==> src/rtl/tt_mux_sel_driver.sv <==
// tt_mux_sel_driver: drives the design-select mux of a shuttle chip.
// A select request resets the mux select counter, then issues req_addr
// increment pulses, and then applies the requested enable. Out-of-range
// addresses are rejected at once with done+err and nothing is disturbed.
//
// state  | meaning
// -------+--------------------------------------------------------------
// IDLE   | waiting for a request; req_ready high, ctrl_sel_rst_n high
// RST    | select counter held in reset for PULSE_CYC cycles, ena low
// GAP    | reset released, no increment, PULSE_CYC cycles
// INC_HI | increment pulse high phase, PULSE_CYC cycles
// INC_LO | increment pulse low phase, PULSE_CYC cycles
// FIN    | single cycle: done pulse, err on reject, ena/cur_addr applied
`timescale 1ns/1ps
module tt_mux_sel_driver #(
  parameter int ADDR_W      = 9,
  parameter int NUM_DESIGNS = 250,
  parameter int PULSE_CYC   = 2
) (
  input  logic              clk,
  input  logic              reset_n,
  input  logic              req_valid,
  output logic              req_ready,
  input  logic [ADDR_W-1:0] req_addr,
  input  logic              req_ena,
  output logic              ctrl_sel_rst_n,
  output logic              ctrl_sel_inc,
  output logic              ctrl_ena,
  output logic              busy,
  output logic              done,
  output logic              err,
  output logic [ADDR_W-1:0] cur_addr
);

  localparam int PH_W = $clog2(PULSE_CYC + 1);
  localparam logic [PH_W-1:0]   PH_LOAD = PH_W'(PULSE_CYC - 1);
  localparam logic [ADDR_W:0]   NUM_D   = (ADDR_W + 1)'(NUM_DESIGNS);
  localparam logic [ADDR_W-1:0] ONE_A   = ADDR_W'(1);

  localparam logic [2:0] S_IDLE   = 3'd0;
  localparam logic [2:0] S_RST    = 3'd1;
  localparam logic [2:0] S_GAP    = 3'd2;
  localparam logic [2:0] S_INC_HI = 3'd3;
  localparam logic [2:0] S_INC_LO = 3'd4;
  localparam logic [2:0] S_FIN    = 3'd5;

  logic [2:0]        state_q, state_d;
  logic [PH_W-1:0]   phase_q, phase_d;
  logic [ADDR_W-1:0] inc_cnt_q, inc_cnt_d;
  logic [ADDR_W-1:0] addr_q, addr_d;
  logic              ena_cap_q, ena_cap_d;
  logic              bad_q, bad_d;

  logic              req_ready_q, req_ready_d;
  logic              sel_rst_n_q, sel_rst_n_d;
  logic              sel_inc_q, sel_inc_d;
  logic              ctrl_ena_q, ctrl_ena_d;
  logic              busy_q, busy_d;
  logic              done_q, done_d;
  logic              err_q, err_d;
  logic [ADDR_W-1:0] cur_addr_q, cur_addr_d;

  logic accept;
  logic addr_bad;
  logic phase_tc;

  // Acceptance only from IDLE once req_ready is visible, so the first edge
  // after reset release can never take a request.
  assign accept   = (state_q == S_IDLE) && req_ready_q && req_valid;
  assign addr_bad = ({1'b0, req_addr} >= NUM_D);
  assign phase_tc = (phase_q == '0);

  // Sequencer next state: phase timer is a down-counter reloaded on every
  // state change; inc_cnt counts remaining increment pulses.
  always_comb begin
    state_d   = state_q;
    phase_d   = phase_q;
    inc_cnt_d = inc_cnt_q;
    addr_d    = addr_q;
    ena_cap_d = ena_cap_q;
    bad_d     = bad_q;
    case (state_q)
      S_IDLE: begin
        if (accept) begin
          addr_d    = req_addr;
          ena_cap_d = req_ena;
          bad_d     = addr_bad;
          inc_cnt_d = req_addr;
          phase_d   = PH_LOAD;
          state_d   = addr_bad ? S_FIN : S_RST;
        end
      end
      S_RST: begin
        if (phase_tc) begin
          state_d = S_GAP;
          phase_d = PH_LOAD;
        end else begin
          phase_d = phase_q - PH_W'(1);
        end
      end
      S_GAP: begin
        if (phase_tc) begin
          state_d = (inc_cnt_q == '0) ? S_FIN : S_INC_HI;
          phase_d = PH_LOAD;
        end else begin
          phase_d = phase_q - PH_W'(1);
        end
      end
      S_INC_HI: begin
        if (phase_tc) begin
          state_d = S_INC_LO;
          phase_d = PH_LOAD;
        end else begin
          phase_d = phase_q - PH_W'(1);
        end
      end
      S_INC_LO: begin
        if (phase_tc) begin
          inc_cnt_d = inc_cnt_q - ONE_A;
          state_d   = (inc_cnt_q == ONE_A) ? S_FIN : S_INC_HI;
          phase_d   = PH_LOAD;
        end else begin
          phase_d = phase_q - PH_W'(1);
        end
      end
      S_FIN: begin
        state_d = S_IDLE;
        phase_d = '0;
      end
      default: begin
        state_d = S_IDLE;
        phase_d = '0;
      end
    endcase
  end

  // Outputs are decoded from the next state and registered, so every
  // output changes on the same edge as the state and nothing is combinational.
  always_comb begin
    req_ready_d = (state_d == S_IDLE);
    busy_d      = (state_d != S_IDLE);
    sel_rst_n_d = (state_d != S_RST);
    sel_inc_d   = (state_d == S_INC_HI);
    done_d      = (state_d == S_FIN);
    err_d       = (state_d == S_FIN) && bad_d;
    ctrl_ena_d  = ctrl_ena_q;
    cur_addr_d  = cur_addr_q;
    if (state_d == S_RST) begin
      ctrl_ena_d = 1'b0;
    end else if ((state_d == S_FIN) && !bad_d) begin
      ctrl_ena_d = ena_cap_d;
      cur_addr_d = addr_d;
    end
  end

  // State, counters, captured request and registered outputs.
  always_ff @(posedge clk or negedge reset_n) begin
    if (!reset_n) begin
      state_q     <= S_IDLE;
      phase_q     <= '0;
      inc_cnt_q   <= '0;
      addr_q      <= '0;
      ena_cap_q   <= 1'b0;
      bad_q       <= 1'b0;
      req_ready_q <= 1'b0;
      sel_rst_n_q <= 1'b0;
      sel_inc_q   <= 1'b0;
      ctrl_ena_q  <= 1'b0;
      busy_q      <= 1'b0;
      done_q      <= 1'b0;
      err_q       <= 1'b0;
      cur_addr_q  <= '0;
    end else begin
      state_q     <= state_d;
      phase_q     <= phase_d;
      inc_cnt_q   <= inc_cnt_d;
      addr_q      <= addr_d;
      ena_cap_q   <= ena_cap_d;
      bad_q       <= bad_d;
      req_ready_q <= req_ready_d;
      sel_rst_n_q <= sel_rst_n_d;
      sel_inc_q   <= sel_inc_d;
      ctrl_ena_q  <= ctrl_ena_d;
      busy_q      <= busy_d;
      done_q      <= done_d;
      err_q       <= err_d;
      cur_addr_q  <= cur_addr_d;
    end
  end

  assign req_ready      = req_ready_q;
  assign ctrl_sel_rst_n = sel_rst_n_q;
  assign ctrl_sel_inc   = sel_inc_q;
  assign ctrl_ena       = ctrl_ena_q;
  assign busy           = busy_q;
  assign done           = done_q;
  assign err            = err_q;
  assign cur_addr       = cur_addr_q;

endmodule

==> config.mk <==
export PLATFORM = sky130hd
export DESIGN_NAME = tt_mux_sel_driver
export DESIGN_NICKNAME = d
export VERILOG_FILES = /design/src/rtl/tt_mux_sel_driver.sv
export SDC_FILE = /design/constraint.sdc
export NUM_CORES = 1
export LEC_CHECK = 0
export CAP_MARGIN = 20
export CORE_UTILIZATION = 45
export DETAILED_ROUTE_END_ITERATION = 8
export DONT_BUFFER_PORTS = 1
export GPL_TIMING_DRIVEN = 0
export PLACE_DENSITY = 0.65
export SLEW_MARGIN = 10
export SYNTH_ARGS = -nofsm -noshare
export SYNTH_HDL_FRONTEND = slang
export SYNTH_SLANG_ARGS = --single-unit
==> constraint.sdc <==
create_clock -name clk -period 3.1 [get_ports clk]
set_input_delay 0.62 -clock clk [delete_from_list [all_inputs] [get_ports clk]]
set_output_delay 0.62 -clock clk [all_outputs]
set_load 0.01 [all_outputs]
==> results of run 1 <==
==> area by class of cell <==
cell class / instances / area [sq um] / share of cell area (%)
Tap cell: 50 / 62.56 / 2.934
Timing Repair Buffer: 1 / 10.01 / 0.4695
Multi-Input combinational cell: 115 / 855.8 / 40.14
Sequential cell: 41 / 1026 / 48.12
Clock buffer: 7 / 86.33 / 4.049
Buffer: 6 / 31.28 / 1.467
Clock inverter: 1 / 30.03 / 1.408
Inverter: 8 / 30.03 / 1.408
==> what timing repair did <==
| action | CTS | global route |
|---|---|---|
| hold endpoints to repair | 0 | 10 |
| endpoints found under the setup margin | 0 | 0 |
| hold buffers | 0 | 1 |
==> flip-flops by register name (all words and copies together), names as in the netlist <==
name and flops:
err 1, done 1, ena_cap_q 1, state_q 3, cur_addr 9, req_ready 1
ctrl_sel_rst_n 1, addr_q 9, phase_q 2, busy 1, inc_cnt_q 9, ctrl_ena 1
ctrl_sel_inc 1, bad_q 1
==> synthesized netlist by cell type (2+ instances only) <==
cell type and instances:
a21oi_1 8, a22oi_1 2, and3_1 2, clkbuf_1 4
dfrtp_1 41, ha_1 3, inv_1 8, mux2_2 9
mux2_4 9, mux2i_1 3, nand2_1 8, nand2b_1 2
nand3_1 2, nand3b_1 2, nor2_1 17, nor3_1 5
o211ai_1 2, o21a_1 2, o21ai_0 13, o2bb2ai_1 2
or4b_1 2
==> cells by family (layout without fill, tap and decap cells) <==
logic type | after synthesis | count (layout)
flops | 41 | 41
compound gates | 41 | 41
buf+inv | 14 | 23
fa+ha+maj | 4 | 4
simple gates | 49 | 49
mux | 21 | 21
==> worst reg2reg max path: cells and delay by family, from the launching register on <==
kind                       cells  cell delay (ns)
buffers and inverters          2             0.28
and+or+nand+nor                2             1.07
DFF                            1             0.44
adders and majority gates      1             0.15
muxes                          1             0.36
AOI/OAI and AO/OA              2             0.26
==> final timing paths <==
path                                             to  slack, ns
max                         cur_addr[3]$_DFFE_PN0P_       0.43
min                        inc_cnt_q[1]$_DFFE_PN0P_       0.02
max reg2reg                 cur_addr[3]$_DFFE_PN0P_       0.43
min reg2reg                     addr_q[3]$_DFF_PN0_       0.50
max in group asynchronous  inc_cnt_q[8]$_DFFE_PN0P_       2.05
min in group clk                addr_q[6]$_DFF_PN0_       0.50
==> through the flow <==
step                std cells  setup WS [ns]
global route              229         0.2784
detailed placement        220         0.4790
global placement          220         0.5242
finish                    229         0.4308
CTS                       228         0.4339
floorplan                 170         0.7377
==> layer usage <==
metal	wire (um)	vias to the layer above	part of all wire [%]	track usage, %
met1	1828	650	46	26.03
met5	0	-	0	0
met4	69	0	1.7	7.181
met3	207	8	5.2	5.405
met2	1885	34	47	31.93
li1	-	628	-	-
==> power breakdown <==
| group | internal, mW | switching [mW] | leakage, nW |
|---|---|---|---|
| registers | 0.777 | 0.231 | 0.507 |
| logic | 0.410 | 0.441 | 0.357 |
| clock network | 0.262 | 0.176 | 0.0585 |
| total | 1.45 | 0.848 | 0.922 |
==> flow_metrics.py, run 1 <==
metrics = {
    "timing": {
        "finalCritPeriodShare_pct": 86.10,
        "finalHoldViolCount": 0,
        "period_minus_slack_ns": 2.669,
        "finalSetupViolCount": 0,
        "rsz0062_at_grt": "no",
        "max_freq_mhz": 374.6,
        "worst_pin_slew_ns": 0.6654,
        "relSlewSlack_pct": 55.50,
        "fin_tns_setup_ns": 0,
        "fin_hold_ws_ns": 0.02309,
        "drv_slew": 0,
        "skew_ns": 0.008945,
    },
    "clock_tree": {
        "clkTransAtPathRegs_ns": 0.07,
        "post_cts_buffers": 0,
        "numCtsBuffers": 5,
        "clk_latency_ns": 0.29,
        "clockBufferDepth": 2,
        "cts_max_level": 2,
        "cts_tree": "yes",
        "cts_root_buf": "clkbuf_8",
        "cts-resized-gates": 0,
        "cts.sinks": 41,
    },
    "outcome": {
        "status": "finished clean",
    },
    "synth": {
        "synth-xor-area-share_pct": 0,
        "synth_cell_type_count": 45,
        "ys_ff_latch": 41,
        "synth_top_area_share_pct": 52.80,
        "syn-cell-area_sq_mm": 0.001943,
        "synthSimpleGateAreaFrac_pct": 14.04,
        "yosysWarnings": 0,
        "synthAdderAreaFrac_pct": 2.447,
        "synth_seq_area_share_pct": 52.80,
        "synth_compound_area_share_pct": 13.84,
        "avgSynthCellArea_sq_um": 11.43,
        "synth_area_leader_cell": "dfrtp_1",
        "synth_top_family_by_area": "simple AND/OR/NAND/NOR gates",
        "synth_area_leaders": "dfrtp_1, mux2_4, mux2_2",
        "synthFlopType": "dfrtp_1",
        "synth_enable_flop_cells": 0,
        "synthMuxAreaShare_pct": 13.72,
        "synthCells": 170,
        "async_flop_share_pct": 100.0,
        "synth_nets": 186,
    },
    "job": {
        "cap_violations": 0,
    },
    "critical_path": {
        "path_cells": "inv_1, ha_1, or4b_1, o21bai_2, a222oi_1, buf_6, nor3_4, mux2_4",
        "crit_path_top_delay_cell": "nor3_4",
        "critPathLaunch": "inc_cnt_q[0]$_DFFE_PN0P_",
        "reg2reg_from": "inc_cnt_q[0]$_DFFE_PN0P_",
        "crit_fanout": 10,
        "cp-end-kind": "flop",
        "cp_top_family": "simple AND/OR/NAND/NOR gates",
        "r2r_cells": 8,
        "required_ns": 3.27,
        "slowest_delay_ns": 0.58,
        "crit_arrival_ns": 2.84,
        "path_class": "reg -> reg",
        "crit_cells": 8,
        "start_kind": "flop",
        "critical_path_buf_inv_count": 2,
    },
    "power_and_ir_drop": {
        "powerDensity_mw_per_mm2": 1077,
        "peakVddDrop_uv": 493.3,
        "leakage_nw": 0.9223,
        "power_mw": 2.297,
    },
    "layout": {
        "fill_cells": 371,
        "post-route-util_pct": 52.17,
        "design_area_sq_mm": 0.002132,
        "final_cell_mix": "dfrtp_1, nor2_1, o21ai_0",
        "syn2layout_area_growth_pct": 9.723,
        "diodes": 0,
        "nets": 194,
        "final_common_cell": "dfrtp_1",
        "drive_above_1_share_pct": 18.44,
    },
    "global_route": {
        "overflow": 0,
        "antenna_found_initial": 0,
        "grt_pass1_wl_um": 6651,
        "grt_max_degree": 42,
        "grt_pass1_vias": 1360,
        "gr-usage-all-layers_pct": 20.06,
    },
    "routing": {
        "wl_um": 3990,
        "dr_total_vias": 1320,
        "ant_nets": 0,
        "drtIter0Drc": 89,
        "first_pass_iters": 5,
        "route.detailed.drc": 0,
        "wl_per_cell_um": 17.42,
        "avgViaCountPerCell": 5.764,
    },
    "die": {
        "die_area_sq_mm": 0.004585,
        "coreArea_sq_mm": 0.004086,
        "io_pins": 29,
        "rows": 23,
        "start_util_pct": 47.55,
        "die_w_um": 67.71,
        "die_h_um": 67.71,
    },
    "placed_design": {
        "dp_hpwl_um": 2862,
        "placed_cell_area_sq_mm": 0.002006,
        "io_buffers": 0,
        "gp_congestion": 0.8326,
    },
    "min_path": {
        "min_path_type": "in -> async",
    },
}
No activity file was read; power rests on OpenSTA's default activity.
==> run 2: changes to the inputs <==
- CORE_MARGIN: default -> 3
- REMOVE_ABC_BUFFERS: default -> 1
- clock period: 3.1 -> 3 ns (I/O delays scaled with it)
==> flow_metrics.py, run 2 (synthesized netlist as in run 1, its figures left out) <==
metrics = {
    "outcome": {
        "status": "finished clean",
    },
    "routing": {
        "first_pass_iters": 4,
        "ant_nets": 0,
        "dr_total_vias": 1325,
        "route.detailed.drc": 0,
        "avgViaCountPerCell": 5.889,
        "wl_um": 3804,
        "wl_per_cell_um": 16.91,
        "drtIter0Drc": 104,
    },
    "clock_tree": {
        "cts_tree": "yes",
        "clkTransAtPathRegs_ns": 0.08,
        "cts.sinks": 41,
        "cts_root_buf": "clkbuf_8",
        "cts_max_level": 2,
        "clk_latency_ns": 0.30,
        "numCtsBuffers": 5,
        "clockBufferDepth": 2,
    },
    "placed_design": {
        "gp_congestion": 0.7862,
        "placed_cell_area_sq_mm": 0.001974,
        "dp_hpwl_um": 2639,
        "dp_slack_ns": -0.01814,
        "io_buffers": 0,
    },
    "power_and_ir_drop": {
        "pwr-share-seq_pct": 45.5,
        "power.share.combinational_pct": 38.8,
        "power_mw": 2.290,
        "clkPwrFrac_pct": 15.6,
        "p_sw_share_pct": 38.61,
        "leakage_nw": 0.9130,
        "peakVddDrop_uv": 421.4,
        "intPower_mw": 1.406,
        "p_sw_mw": 0.8839,
        "powerDensity_mw_per_mm2": 1082,
    },
    "die": {
        "start_util_pct": 47.55,
        "die_w_um": 71.71,
        "die_area_sq_mm": 0.005142,
        "die_h_um": 71.71,
        "coreArea_sq_mm": 0.004086,
        "io_pins": 29,
        "rows": 23,
    },
    "layout": {
        "nets": 190,
        "fill_cells": 377,
        "final_cell_mix": "dfrtp_1, nor2_1, o21ai_0",
        "design_area_sq_mm": 0.002116,
        "drive_above_1_share_pct": 20.57,
        "diodes": 0,
        "final_common_cell": "dfrtp_1",
        "syn2layout_area_growth_pct": 8.886,
    },
    "timing": {
        "relSlewSlack_pct": 40.15,
        "max_freq_mhz": 363.4,
        "finalCritPeriodShare_pct": 91.73,
        "drv_slew": 0,
        "finalHoldViolCount": 0,
        "finalSetupViolCount": 0,
        "rsz0062_at_grt": "no",
        "worst_pin_slew_ns": 0.8978,
        "fin_ws_ns": 0.2481,
        "period_minus_slack_ns": 2.752,
        "fin_tns_setup_ns": 0,
        "skew_ns": 0.007098,
    },
    "critical_path": {
        "path_class": "reg -> reg",
        "cp-end-kind": "flop",
        "start_kind": "flop",
        "crit_arrival_ns": 2.94,
        "required_ns": 3.19,
        "r2r_cells": 5,
        "crit_fanout": 12,
    },
    "min_path": {
        "min_path_type": "in -> async",
    },
    "global_route": {
        "grt_pass1_vias": 1286,
        "overflow": 0,
        "antenna_found_initial": 0,
        "gr-usage-all-layers_pct": 16.36,
        "grt_max_degree": 42,
        "grt_pass1_wl_um": 6444,
    },
    "job": {
        "cap_violations": 0,
    },
}
[run 2: cell types whose count changed in the layout (fill, tap and decap cells not counted), sizes merged]
cell and delta:
clkinv +2, dlygate4sd3 -1, clkinvlp +1, clkbuf -6, bufinv -1, buf +1
[run 2: critical path, cell delays in order, from the launching register on]
cell and delay (ns):
dfrtp_1 0.48, nor3b_4 0.51, a32oi_1 0.36, o21a_1 0.33
nor3_4 0.60, mux2_4 0.35
[run 2: repair_timing]
action                     CTS  global route
hold buffers                 1             0
setup buffers                0             2
resized for setup            0             2
pin swaps                    1             2
hold endpoints to repair    41             0
setup endpoints to repair    9            10
[run 2: area by class of cell]
class                      count  area, sq um  share of cell area (%)
inverter                       8        30.03                   1.419
clock buffer                   5        68.82                   3.253
sequential                    41         1026                   48.49
clock inverter                 3        17.52                  0.8279
tap                           50        62.56                   2.957
timing repair buffer           3        47.55                   2.247
multi-input combinational    115        863.3                   40.80
[run 2: power groups by stage]
stage / registers (mW) / clock network (mW) / logic (mW)
5_1_grt: 1.08 / 0.394 / 1.00
6_report: 1.04 / 0.358 / 0.889
3_5_place_dp: 1.05 / 0 / 0.834
4_1_cts: 1.04 / 0.371 / 0.852
3_3_place_gp: 1.03 / 0 / 0.797
2_1_floorplan: 0.990 / 0 / 0.699
[run 2: metrics by stage]
step,utilization [%],std cells,hold slack (ns)
floorplan,-,164,0.3044
global placement,48.32,214,0.3060
detailed placement,48.32,214,0.3063
CTS,50.92,223,0.1408
global route,51.78,225,0.1430
finish,51.78,225,0.1396
[run 2: path summary, 6_finish.rpt]
| check | endpoint | slack [ns] | start |
|---|---|---|---|
| worst max-delay path | cur_addr[7]$_DFFE_PN0P_ | 0.25 | state_q[2]$_DFF_PN0_ |
| worst min-delay path | ctrl_sel_inc$_DFF_PN0_ | 0.14 | reset_n |
| worst max register to register | cur_addr[7]$_DFFE_PN0P_ | 0.25 | state_q[2]$_DFF_PN0_ |
| worst min register to register | addr_q[3]$_DFF_PN0_ | 0.50 | addr_q[3]$_DFF_PN0_ |
| max in group asynchronous | inc_cnt_q[0]$_DFFE_PN0P_ | 2.66 | reset_n |
| min in group clk | addr_q[3]$_DFF_PN0_ | 0.47 | req_addr[3] |
[run 2: metal layers]
metal / wire length [um] / vias to the layer above / global-route usage [%]
li1: - / 623 / -
met1: 1732 / 651 / 22.01
met2: 1728 / 43 / 23.57
met3: 252 / 8 / 5.750
met4: 91 / 0 / 7.724
met5: 0 / - / 0
